===== config.mk =====
export PLATFORM = sky130hd
export DESIGN_NAME = id_hazard_ctrl
export DESIGN_NICKNAME = d
export VERILOG_FILES = /design/src/rtl/id_hazard_ctrl.sv
export SDC_FILE = /design/constraint.sdc
export NUM_CORES = 1
export LEC_CHECK = 0
export ABC_AREA = 1
export ABC_CLOCK_PERIOD_IN_PS = 3700
export BUFFER_PORTS_ARGS = -buffer_cell sky130_fd_sc_hd__buf_2
export CAP_MARGIN = 20
export CORE_AREA = 10 10 94 158
export DETAILED_ROUTE_END_ITERATION = 7
export DIE_AREA = 0 0 104 168
export GPL_ROUTABILITY_DRIVEN = 1
export PLACE_DENSITY = 0.52
export SKIP_CTS_REPAIR_TIMING = 1
export SYNTH_ARGS = -nofsm -noshare
export SYNTH_HDL_FRONTEND = slang
export SYNTH_SLANG_ARGS = --single-unit

===== constraint.sdc =====
create_clock -name clk -period 3.7 [get_ports clk]
set_input_delay 0.925 -clock clk [delete_from_list [all_inputs] [get_ports clk]]
set_output_delay 0.925 -clock clk [all_outputs]
set_load 0.01 [all_outputs]

===== src/rtl/id_hazard_ctrl.sv =====
// Decode-stage interlock: shadow scoreboard of EX/MEM/WB writers, ID allow/fire
// handshake, taken-branch flush/cancel sequencing and a saturating stall counter.
module id_hazard_ctrl #(
  parameter int unsigned FWD_EN = 0,
  parameter int unsigned CNT_W  = 32
) (
  input  logic             clk,
  input  logic             reset,
  input  logic             id_valid,
  input  logic [4:0]       id_rs1,
  input  logic             id_rs1_used,
  input  logic [4:0]       id_rs2,
  input  logic             id_rs2_used,
  input  logic             id_we,
  input  logic [4:0]       id_dest,
  input  logic             id_is_load,
  input  logic             id_br_taken,
  input  logic             pipe_hold,
  output logic             id_ready,
  output logic             id_fire,
  output logic             id_drop,
  output logic             if_flush,
  output logic [2:0]       sb_valid,
  output logic [CNT_W-1:0] stall_cnt
);

  // Entry index 0 = EX, 1 = MEM, 2 = WB.
  logic [2:0]       r_e_valid;
  logic [2:0][4:0]  r_e_dest;
  logic [2:0]       r_e_load;
  logic             r_cancel;
  logic [CNT_W-1:0] r_stall_cnt;

  logic [2:0] w_m1;
  logic [2:0] w_m2;
  logic       w_hazard;
  logic       w_ready;
  logic       w_fire;
  logic       w_flush;
  logic       w_rec;

  function automatic logic f_match(input logic used, input logic [4:0] src,
                                   input logic vld, input logic [4:0] dest);
    return used && (src != '0) && vld && (dest == src);
  endfunction

  always_comb begin
    w_m1 = '0;
    w_m2 = '0;
    w_m1[0] = f_match(id_rs1_used, id_rs1, r_e_valid[0], r_e_dest[0]);
    w_m1[1] = f_match(id_rs1_used, id_rs1, r_e_valid[1], r_e_dest[1]);
    w_m1[2] = f_match(id_rs1_used, id_rs1, r_e_valid[2], r_e_dest[2]);
    w_m2[0] = f_match(id_rs2_used, id_rs2, r_e_valid[0], r_e_dest[0]);
    w_m2[1] = f_match(id_rs2_used, id_rs2, r_e_valid[1], r_e_dest[1]);
    w_m2[2] = f_match(id_rs2_used, id_rs2, r_e_valid[2], r_e_dest[2]);
    // With forwarding only a load still in EX cannot supply its result in time.
    if (FWD_EN != 0) begin
      w_hazard = (w_m1[0] || w_m2[0]) && r_e_load[0];
    end else begin
      w_hazard = |(w_m1 | w_m2);
    end
  end

  assign w_ready = !pipe_hold && !w_hazard && !r_cancel;
  assign w_fire  = id_valid && w_ready;
  assign w_flush = w_fire && id_br_taken;
  assign w_rec   = w_fire && id_we && (id_dest != '0);

  always_ff @(posedge clk) begin
    if (reset) begin
      r_e_valid   <= '0;
      r_e_dest    <= '0;
      r_e_load    <= '0;
      r_cancel    <= 1'b0;
      r_stall_cnt <= '0;
    end else begin
      if (!pipe_hold) begin
        r_e_valid   <= {r_e_valid[1:0], w_rec};
        r_e_dest    <= {r_e_dest[1:0], id_dest};
        r_e_load    <= {r_e_load[1:0], id_is_load && w_rec};
      end
      r_cancel <= w_flush;
      if (id_valid && !w_ready && !r_cancel && (r_stall_cnt != '1)) begin
        r_stall_cnt <= r_stall_cnt + CNT_W'(1);
      end
    end
  end

  assign id_ready  = w_ready;
  assign id_fire   = w_fire;
  assign id_drop   = r_cancel && id_valid;
  assign if_flush  = w_flush;
  assign sb_valid  = r_e_valid;
  assign stall_cnt = r_stall_cnt;

endmodule


**Word level (Yosys, flattened, before mapping)**

Cells that the tools add are included.

- Output and inout bits: 39
- Input bits: 24
- Word-level logic and storage cells: 47
- Flip-flop bits (word level): 51

- Bitwise gates (word level): 1
- $add $sub $neg: 1
- Eq/ne operators: 7
- Reductions and logical operators: 32

Operators by type and width:

| operator | count |
|---|---|
| adder 32 x 1 -> 32 bit, second input constant | 1 |
| inequality test 32 bit, second input constant | 1 |
| == test 5 bit | 6 |
| logical AND 1 bit | 24 |
| nonzero test 5 bit | 3 |
| logical NOT 1 bit | 4 |
| OR 3 bit | 1 |
| OR reduction 3 bit | 1 |

**Longest topological paths before layout**

- Depth in word-level cells: 13
- Mapped depth: 15
- Mapped depth without buffers: 14

**Least setup slack after synthesis**

OpenSTA, ideal clock, no wires.

- Path kind: input to output
- Start: in id_rs1[2]
- End: out if_flush
- Path slack: 0.764 ns
- Cell stages on the path: 11
- Path buffers: 0
- Data arrival time: 2.011 ns
- Required time: 2.775 ns
- Cells stage by stage: nor2_1 -> nand3_1 -> nand2_1 -> inv_2 -> nand3_1 -> nand2_1 -> nor2_4 -> nand2_8 -> nor2_2 -> inv_1 -> nor2_1

- Word-level cells in the longest chain between the ends: 11
- Elaborated cells on any way between the ends: 18
- Classes of those cells: 3 x eq/ne; 1 x bitwise; 14 x reduce/logical

Ends and longest elaborated chain:

| item | RTL line | RTL |
|---|---|---|
| from (decl) | 10 | `input logic [4:0] id_rs1,` |
| nonzero test 5 bit | 44 | `return used && (src != '0) && vld && (dest == src);` |
| logical AND 1 bit (3 in series) | 44 |  |
| OR 3 bit (*) | 60 | `w_hazard = \|(w_m1 \| w_m2);` |
| OR reduction 3 bit (*) | 60 |  |
| logical NOT 1 bit (*) | 64 | `assign w_ready = !pipe_hold && !w_hazard && !r_cancel;` |
| logical AND 1 bit (*) (2 in series) | 64 |  |
| logical AND 1 bit (*) | 65 | `assign w_fire = id_valid && w_ready;` |
| via id_fire | 20 | `output logic id_fire,` |
| logical AND 1 bit (*) | 66 | `assign w_flush = w_fire && id_br_taken;` |
| to (decl) | 22 | `output logic if_flush,` |

Mark *: on every way through the listed nets, which the timed path passes. The rest lies on a longest branch.

**Worst setup path after layout**

- Start: in id_rs1[0]
- End: out if_flush

- Word-level cells in the longest chain between the ends: 11
- Elaborated cells on any way between the ends: 18
- Classes of those cells: 3 x eq/ne; 1 x bitwise; 14 x reduce/logical

Ends and longest elaborated chain:

| item | RTL line |
|---|---|
| nonzero test 5 bit | 44 |
| logical AND 1 bit (3 in series) | 44 |
| OR 3 bit (*) | 60 |
| OR reduction 3 bit (*) | 60 |
| logical NOT 1 bit (*) | 64 |
| logical AND 1 bit (*) (2 in series) | 64 |
| logical AND 1 bit (*) | 65 |
| logical AND 1 bit (*) | 66 |

Every way passes the cells marked *; elsewhere a longest branch is shown, timed or not.

==> impl.org <==
** GRT
- Global-route wire length before repair :: between 15000 and 20000 um
- GR met3 Demand/Resource :: 0.0271
- The layer flagged by global routing as most heavily used is met2.
- The total overflow left after global routing is 0.
- The number of global-route vias before repair came to 3856.
- In the global route stage, met2 resource usage came out at 0.238.
- For met1 alone, demand over resource in global routing was 0.117.
- For this run, the total global-route usage over all layers was measured as 0.123.
- Antenna violations before repair :: 0
- Entering global routing, the biggest net connects 63 pins.

** Floorplanning
- Core Rows :: 54
- For this configuration, the core starts out at a cell density of 0.289.
- Die height :: 168 um
- Die area :: 0.0175 mm2
- Horizontal extent of the die :: 104 um
- 63 I/O pins were placed.
- Standard cell core area :: 0.0123 mm2

** Worst setup path
- For the worst setup path, the data arrival time is 2.26 ns.
- Setup slack on the worst reg-to-reg path comes out at 1.52 ns.
- End of the worst register-to-register path :: stall_cnt[0]
- Critical Path Sink Type :: primary output
- STA classifies the critical path startpoint as an input port.
- Cell count of the worst reg-to-reg path :: 15
- Startpoint of the lowest-slack register-to-register path :: r_e_dest[0]
- STA puts the critical path data required time at around 2.8 ns.
- Critical setup path kind :: input port to primary output
- In this run the worst path has a maximum fanout of 6.

** Placement
- At the end of routability-driven placement, the weighted congestion stood at 0.904.
- Total placed cells including tap cells :: 813
- Number of buffers added on ports :: a little over 60
- The HPWL after detailed placement is between 8000 and 9000 um.

** Route
- Wires add up to 10600 um.
- In this run, the number of DRC markers left after iteration 0 of detailed routing was 141.
- In the final routed layout, each cell accounts on average for between 10 and 15 um.
- Vias per inst :: about 4.6
- In this run the remaining antenna-violating nets after routing total 0.
- DR vias :: 3758
- DRC violations left :: 0
- Detailed Routing Iterations Pass 1 :: 4

** Timing
- Derived from the worst setup path, the maximum achievable clock frequency is about 310 MHz.
- Count of final max-slew check failures :: 0
- The routed design could run at a clock period as short as ~3.2 ns.
- Setup repair after global routing left no endpoint under its margin.
- Post-route clock skew :: approximately 0.0084 ns
- Sum of negative setup slack :: 0 ns
- Final Hold Slack :: 0.485 ns
- The count of endpoints failing hold in the final timing report was 0.
- Final critical-path share of the clock period :: 0.862
- Normalized max-slew margin :: 0.602
- Setup violations remaining at the end of the flow were counted as 0.
- Slew @ Worst Pin :: 0.597 ns

** Flow run
- Across the run, the number of max-cap violations was 0.

** Logic synthesis
- Ranked by total cell area, the synthesized netlist is headed by sky130_fd_sc_hd__dfxtp_1 (29%), sky130_fd_sc_hd__nand2_1 (16%), sky130_fd_sc_hd__inv_1 (11%).
- Yosys top cell by area :: sky130_fd_sc_hd__dfxtp_1
- Of the post-synthesis cell area, the dominant cell type holds 0.287.
- Synthesis inferred 51 register bits.
- For this run, the register share of the synthesized area comes to 0.287.
- In this run the mean area of a mapped cell was roughly 5.9 um2.
- Synth Warn # :: 0
- Syn nets :: 625
- Summing every instance area after synthesis gives about 0.0036 mm2.
- Count of mapped cells out of synthesis :: 600
- The netlist uses 31 different library cells.

** Power and ir drop
- Static Leakage :: 1.97 nW
- Power spread over the standard cell area amounts to 295 mW/mm2.
- Tot Pwr :: 0.00122 W
- VDD IR-drop max :: 186 uV

** Layout
- Measured on the finished design, the core utilization comes to 0.335.
- From synthesis to final layout, the design area changed by 15.9%.
- Final std cells w/o fill :: approximately 800
- Summing all multi-input logic gate instances after layout gives 0.00196 mm2.
- Of the cells placed in the final design, the portion with a size suffix greater than 1 is 0.179.
- Summing all flip-flop and latch instances after layout gives 0.00102 mm2.
- The number of antenna diodes in the final layout is 0.
- Net count of the finished layout :: 677
- The filler cells instantiated in the layout total about 1400.

** Clocking
- Sinks on the clock net :: 51
- Maximum buffer depth of the clock tree :: 2
- Clock root buffer master :: sky130_fd_sc_hd__clkbuf_16
- CTS H-tree depth :: 2
- After clock tree synthesis, the clock-pin slew on the worst setup and hold paths is 0.06 ns.
- Clock tree synthesis inserted a total of 5 buffers.
- Clock Latency Late Sink :: 0.29 ns
- TritonCTS built the clock tree.

** Status
- Status :: finished clean

** Min path
- Path type of the worst min-delay path :: flop to flop
- Worst hold path stage count :: 2
- Hold Path Sink :: stall_cnt[26]
- Worst Hold Launch :: stall_cnt[26]
## logic make-up (layout without fill, tap and decap cells)
| family | after synthesis | after routing | synth area share |
|---|---|---|---|
| xor+xnor | 3 | 3 | 0.00739 |
| buf+inv | 141 | 194 | 0.165 |
| simple gates | 355 | 355 | 0.464 |
| compound gates | 49 | 49 | 0.0728 |
| flops | 51 | 51 | 0.287 |
| fa+ha+maj | 1 | 1 | 0.00352 |
## stage by stage
stage	setup WS, ns	area, um2
finish	0.511	4120
global route	0.285	4120
CTS	0.483	4120
detailed placement	0.487	3980
global placement	0.499	3980
floorplan	0.764	3560
## synthesized netlist by cell type (all sizes together)
library cell and number:
clkbuf 10, xnor2 1, buf 11, nor2 91
nand2 161, dfxtp 51, nand4 38, a21boi 3
nor3 12, a22oi 1, nand3 51, ha 1
a21oi 17, o21ai 28, xor2 2, inv 120
nand3b 1, nor4 1
## layout make-up
class,count,area share
multi-input combinational,408,0.475
sequential,51,0.248
inverter,120,0.109
timing repair buffer,66,0.0831
tap,168,0.0510
clock buffer,6,0.0313
clock inverter,2,0.00303
## power breakdown
part | total, W | leakage (nW) | switching [W] | internal, W
clock | 0.000467 | 0.0669 | 0.000216 | 0.000251
sequential | 0.000582 | 0.415 | 0.0000179 | 0.000564
combinational | 0.000169 | 1.49 | 0.000115 | 0.0000545
## layer usage
layer / vias up / wire length [um]
li1: 1971 / -
met1: 1686 / 4010
met2: 77 / 5740
met3: 24 / 442
met4: 0 / 436
met5: - / 0
## worst max-delay path by stage
stage,start,endpoint,slack [ns],cells after the start
global placement,id_rs1[0],if_flush,0.50,13
CTS,id_rs1[0],if_flush,0.48,13
detailed placement,id_rs1[0],if_flush,0.49,13
global route,id_rs1[0],if_flush,0.28,13
floorplan,id_rs1[2],if_flush,0.76,11
finish,id_rs1[0],if_flush,0.51,13
## layout by cell type, fill, tap and decap left out, types with 2 or more instances in the layout
cell	synthesis	routed
sky130_fd_sc_hd__nand2_2	3	3
sky130_fd_sc_hd__dfxtp_1	51	51
sky130_fd_sc_hd__a21oi_1	16	16
sky130_fd_sc_hd__clkbuf_16	0	5
sky130_fd_sc_hd__nor2_2	8	8
sky130_fd_sc_hd__nand4_1	37	37
sky130_fd_sc_hd__nand3_4	2	2
sky130_fd_sc_hd__nor3_1	9	9
sky130_fd_sc_hd__inv_1	103	103
sky130_fd_sc_hd__inv_2	17	17
sky130_fd_sc_hd__a21boi_1	3	3
sky130_fd_sc_hd__nand3_1	48	48
sky130_fd_sc_hd__nand2_1	156	156
sky130_fd_sc_hd__o21ai_0	27	27
sky130_fd_sc_hd__nor3_2	3	3
sky130_fd_sc_hd__buf_2	4	61
sky130_fd_sc_hd__buf_4	0	5
sky130_fd_sc_hd__nor2_1	78	77
sky130_fd_sc_hd__xor2_1	2	2
sky130_fd_sc_hd__nor2_4	5	6
## flip-flops by register name, indices dropped and copies added (netlist names)
| name | cells |
|---|---|
| r_cancel | 1 |
| r_e_dest | 15 |
| sb_valid | 3 |
| stall_cnt | 32 |
## critical path, cell delays in order
cell                      delay (ns)
sky130_fd_sc_hd__buf_2          0.14
sky130_fd_sc_hd__nor2_1         0.17
sky130_fd_sc_hd__nand3_1        0.09
sky130_fd_sc_hd__nand2_1        0.10
sky130_fd_sc_hd__inv_2          0.04
sky130_fd_sc_hd__nand3_1        0.08
sky130_fd_sc_hd__nand2_1        0.08
sky130_fd_sc_hd__nor2_4         0.16
sky130_fd_sc_hd__nand2_8        0.07
sky130_fd_sc_hd__nor2_2         0.13
sky130_fd_sc_hd__inv_1          0.08
sky130_fd_sc_hd__nor2_1         0.08
sky130_fd_sc_hd__buf_2          0.13
No activity file was read; power rests on OpenSTA's default activity.
